File: src/rtl/fft_frame_scheduler.sv
// Frame assembler and round-robin issuer for the fft_8point core; results are tagged with their source channel.
// Optional statistics counters are built only when FFT_SCHED_STATS_EN is defined.
module fft_frame_scheduler #(
    parameter int NUM_CH    = 2,
    parameter int TAG_DEPTH = 4,
    localparam int CH_W     = (NUM_CH > 2) ? $clog2(NUM_CH) : 1
) (
    input  logic                  clk,
    input  logic                  reset,
    input  logic [NUM_CH-1:0]     s_valid,
    output logic [NUM_CH-1:0]     s_ready,
    input  logic [NUM_CH*8-1:0]   s_data,
    output logic                  fft_s_valid,
    input  logic                  fft_s_ready,
    output logic [63:0]           fft_x,
    input  logic                  fft_m_valid,
    output logic                  fft_m_ready,
    output logic                  m_valid,
    input  logic                  m_ready,
    output logic [CH_W-1:0]       m_ch,
    output logic                  err_tag,
    output logic [15:0]           stat_frames,
    output logic [15:0]           stat_stall
);

    localparam int AW = $clog2(TAG_DEPTH);

    typedef enum logic {IDLE, ISSUE} state_t;

    state_t            state;
    logic [CH_W-1:0]   grant;
    logic [CH_W-1:0]   rr_ptr;
    logic [3:0]        cnt [NUM_CH];
    logic [7:0]        sbuf [NUM_CH][8];
    logic [NUM_CH-1:0] pend;
    logic              pick_found;
    logic [CH_W-1:0]   pick_ch;
    logic [CH_W-1:0]   idx_c;
    int                idx;

    logic [CH_W-1:0]   tag_mem [TAG_DEPTH];
    logic [AW-1:0]     wr_ptr;
    logic [AW-1:0]     rd_ptr;
    logic [AW:0]       tag_cnt;
    logic              tag_full;
    logic              tag_empty;
    logic              push;
    logic              pop;

    assign tag_full  = (tag_cnt == (AW+1)'(TAG_DEPTH));
    assign tag_empty = (tag_cnt == '0);
    assign push      = (state == ISSUE) && fft_s_ready;
    assign pop       = fft_m_valid && m_ready && !tag_empty;

    assign fft_m_ready = m_ready;
    assign m_valid     = fft_m_valid;
    assign m_ch        = tag_empty ? '0 : tag_mem[rd_ptr];

    always_comb begin
        for (int c = 0; c < NUM_CH; c++) begin
            pend[c]    = (cnt[c] == 4'd8);
            s_ready[c] = !reset && (cnt[c] != 4'd8);
        end
    end

    always_comb begin
        for (int i = 0; i < 8; i++) begin
            fft_x[8*i +: 8] = sbuf[grant][i];
        end
    end

    // Scan downward so the channel closest to rr_ptr is the last (winning) assignment.
    always_comb begin
        pick_found = 1'b0;
        pick_ch    = '0;
        idx        = 0;
        idx_c      = '0;
        for (int k = NUM_CH - 1; k >= 0; k--) begin
            idx = int'(rr_ptr) + k;
            if (idx >= NUM_CH) begin
                idx = idx - NUM_CH;
            end
            idx_c = CH_W'(idx);
            if (pend[idx_c]) begin
                pick_found = 1'b1;
                pick_ch    = idx_c;
            end
        end
    end

    always_ff @(posedge clk) begin
        if (reset) begin
            state       <= IDLE;
            grant       <= '0;
            rr_ptr      <= '0;
            fft_s_valid <= 1'b0;
        end else begin
            case (state)
                IDLE: begin
                    if (pick_found && !tag_full) begin
                        grant       <= pick_ch;
                        state       <= ISSUE;
                        fft_s_valid <= 1'b1;
                    end
                end
                ISSUE: begin
                    if (fft_s_ready) begin
                        state       <= IDLE;
                        fft_s_valid <= 1'b0;
                        rr_ptr      <= (grant == CH_W'(NUM_CH - 1)) ? '0 : grant + 1'b1;
                    end
                end
                default: state <= IDLE;
            endcase
        end
    end

    // A pending channel has s_ready low, so the issue clear never races a sample write.
    always_ff @(posedge clk) begin
        if (reset) begin
            for (int c = 0; c < NUM_CH; c++) begin
                cnt[c] <= '0;
                for (int i = 0; i < 8; i++) begin
                    sbuf[c][i] <= '0;
                end
            end
        end else begin
            for (int c = 0; c < NUM_CH; c++) begin
                if (s_valid[c] && s_ready[c]) begin
                    sbuf[c][cnt[c][2:0]] <= s_data[8*c +: 8];
                    cnt[c]               <= cnt[c] + 4'd1;
                end
            end
            if (push) begin
                cnt[grant] <= '0;
            end
        end
    end

    always_ff @(posedge clk) begin
        if (reset) begin
            wr_ptr  <= '0;
            rd_ptr  <= '0;
            tag_cnt <= '0;
            err_tag <= 1'b0;
            for (int i = 0; i < TAG_DEPTH; i++) begin
                tag_mem[i] <= '0;
            end
        end else begin
            if (push) begin
                tag_mem[wr_ptr] <= grant;
                wr_ptr          <= wr_ptr + 1'b1;
            end
            if (pop) begin
                rd_ptr <= rd_ptr + 1'b1;
            end
            case ({push, pop})
                2'b10:   tag_cnt <= tag_cnt + 1'b1;
                2'b01:   tag_cnt <= tag_cnt - 1'b1;
                default: tag_cnt <= tag_cnt;
            endcase
            if (fft_m_valid && tag_empty) begin
                err_tag <= 1'b1;
            end
        end
    end

`ifdef FFT_SCHED_STATS_EN
    logic [15:0] frames_q;
    logic [15:0] stall_q;

    always_ff @(posedge clk) begin
        if (reset) begin
            frames_q <= '0;
            stall_q  <= '0;
        end else begin
            if (push && frames_q != 16'hFFFF) begin
                frames_q <= frames_q + 16'd1;
            end
            if (state == ISSUE && !fft_s_ready && stall_q != 16'hFFFF) begin
                stall_q <= stall_q + 16'd1;
            end
        end
    end

    assign stat_frames = frames_q;
    assign stat_stall  = stall_q;
`else
    assign stat_frames = '0;
    assign stat_stall  = '0;
`endif

endmodule

File: config.mk
export PLATFORM = sky130hd
export DESIGN_NAME = fft_frame_scheduler
export DESIGN_NICKNAME = d
export VERILOG_FILES = /design/src/rtl/fft_frame_scheduler.sv
export SDC_FILE = /design/constraint.sdc
export NUM_CORES = 1
export LEC_CHECK = 0
export CORE_UTILIZATION = 57
export CTS_CLUSTER_DIAMETER = 150
export DETAILED_ROUTE_END_ITERATION = 10
export PLACE_DENSITY = 0.82
export RECOVER_POWER = 50
export SLEW_MARGIN = 20
export SYNTH_ARGS = -nofsm -noshare
export SYNTH_HDL_FRONTEND = slang
export SYNTH_SLANG_ARGS = --single-unit
File: constraint.sdc
create_clock -name clk -period 5.5 [get_ports clk]
set_clock_uncertainty 0.1 [all_clocks]
set_input_delay 1.1 -clock clk [delete_from_list [all_inputs] [get_ports clk]]
set_output_delay 1.1 -clock clk [all_outputs]
set_load 0.005 [all_outputs]
==> results.toml <==
[global_route]
grt-ovfl-total = 0
grt.total_usage = 0.272
grt_pass1_vias = 4444
antenna_found_initial = 0
grt_max_degree = 46
grt_pass1_wl_microns = 25000

[clocking]
cts_hold_buf = 0
numCtsBuffers = 17
cts-root-buf = "clkbuf_16"
path_clk_slew_ns = 0.06
cts_resized = 0
h-tree-depth = 4
cts_post_setup_buffers_inserted = 0
cts_sinks = 155
clock_latency_ns = 0.41
cts_tree = "done"
clock_path_buffers = 2

[worst_hold_path]
min_path_type = "flip-flop to flip-flop"

[final_layout]
syn_to_final_growth_pct = 19.7
insertedDiodeCount = 0
layout_common_cells = "edfxtp_1 (132), and2_0 (98), clkdlybuf4s50_1 (86), mux2_2 (64)"
final_nets = 677
drive_gt1_frac = 0.171
mostFrequentLayoutCell = "edfxtp_1"
fin_area_sq_um = 8660
finish.utilization = 0.709

[power_and_ir_drop]
peakVddDrop_v = 0.000270
leakagePower_nw = 3.22
p_per_area_nw_per_um2 = 303

[yosys]
synthArstFlopShare = 0
ys_ff_latch = 155
synthDistinctLibCells = 41
synthesis.instances = 554
syn-cell-area_sq_um = 7240
yosys_warnings = 0
synth.avg_cell_area_sq_um = 13.1
synth_edf_count = 132
synth_ff_type = "edfxtp_1"
ys_seq_area_frac = 0.611

[timing]
hold_viol = 0
setup_slack_ns = 1.54
fmax_mhz = 253
worst_pin_slew_ns = 1.17
slew-limit-headroom = 0.214
finalCriticalPeriod_ns = 3.96
setup_tns_ns = 0
rsz0062_at_grt = "no"
slew_violations = 0
setup_viol = 0
fin_hold_ws_ns = 0.383
fin_crit_sh = 0.719

[drt]
antenna_left = 0
wl_microns = 17000
drcViolationCount = 0
post_drt_wl_per_cell_microns = 20.6
first_pass_iters = 5
vias = 4566
vias_per_cell = 5.51
drtIter0Drc = 293

[setup_path]
cpPeakStageDelay_ns = 1.05
crit_fanout = 45
crit_path_end_kind = "output port"
crit_required_ns = 4.30
cp_slowest_cell = "dfxtp_2"
arrival_ns = 2.76
start_kind = "flip-flop"
crit_path_cell_trace = "buf_4, mux2_2, clkdlybuf4s50_1"
path_class = "flip-flop to output port"

[place]
dp_hpwl_microns = 11300
io_buffer_count = 93
place_congestion = 0.834
dpl_cell_area_sq_um = 8190
place_ws_ns = 1.57

[floorplanning]
core-area_sq_um = 12200
die_x_microns = 115
initial_core_util = 0.593
pin_count = 126
std_cell_rows = 40
fp.dieH_microns = 115
die_area_sq_um = 13200

[run_status]
status = "finished clean"

[job]
cap_violations = 0
==> worst paths after layout <==
check	startpoint	endpoint	slack (ns)	cells past startpoint
setup / recovery	flip-flop	fft_x[49]	1.54	3
hold / removal	err_tag	err_tag	0.38	2
setup reg to reg	cnt[1][0]	sbuf[1][36]	2.37	5
hold reg to reg	err_tag	err_tag	0.38	2
==> critical path: cells and delay by family, from the launching register on <==
| family | cells | cell delay [ns] |
|---|---|---|
| buffers and inverters | 2 | 0.89 |
| flip-flops | 1 | 1.05 |
| multiplexers | 1 | 0.38 |
==> cells by family after synthesis <==
kind of cell / Yosys count / share of synthesized area
other: 1 / 0.000518
flip-flops: 155 / 0.611
XOR/XNOR: 7 / 0.00847
AO/OA/AOI/OAI: 33 / 0.0280
adder cells (fa/ha/maj): 6 / 0.0114
AND/OR/NAND/NOR: 205 / 0.178
buffers and inverters: 82 / 0.0602
multiplexers: 65 / 0.103
==> final cells by class <==
type / instances / area (sq um)
Clock buffer: 18 / 429
Clock inverter: 14 / 130
Multi-Input combinational cell: 348 / 2410
Tap cell: 168 / 210
Sequential cell: 155 / 4430
Timing Repair Buffer: 95 / 942
Inverter: 31 / 116
Fill cell: 875 / 3550
==> through the flow <==
step / total power [mW] / instances
4_1_cts: 2.64 / 829
2_1_floorplan: 1.45 / 585
3_3_place_gp: 1.54 / 797
5_1_grt: 2.70 / 829
6_report: 2.63 / 829
3_5_place_dp: 1.55 / 797
==> sequential cells by signal (all words and copies together) (netlist names), named ones only <==
signal       flops
sbuf           128
rd_ptr           2
cnt              8
tag_mem          4
err_tag          1
fft_s_valid      1
wr_ptr           2
grant            1
rr_ptr           1
tag_cnt          3
state            1
==> synthesized netlist by cell type, drive strengths merged, types with 11 or more instances <==
cell type  count  area [sq um]
edfxtp       132          3960
and2         112           701
mux2          64           721
buf           34           255
nor2          32           120
inv           30           113
dfxtp         23           460
clkbuf        17          63.8
or2           16           100
nor4          14           175
a21oi         11          55.1
o21ai         11          55.1
==> report_power, final <==
group / switching (mW) / internal (mW) / leakage (nW) / total, mW
logic: 0.101 / 0.0821 / 1.41 / 0.183
registers: 0.0219 / 1.32 / 1.55 / 1.34
clock network: 0.444 / 0.659 / 0.262 / 1.10
total: 0.566 / 2.06 / 3.22 / 2.63
==> metal layers <==
| metal | wire length, microns | track usage | vias up |
|---|---|---|---|
| li1 | - | - | 2064 |
| met1 | 6920 | 0.353 | 2228 |
| met2 | 8330 | 0.435 | 244 |
| met3 | 1370 | 0.0667 | 30 |
| met4 | 419 | 0.122 | 0 |
| met5 | 0 | 0 | - |
(Power assumes the default switching activity.)
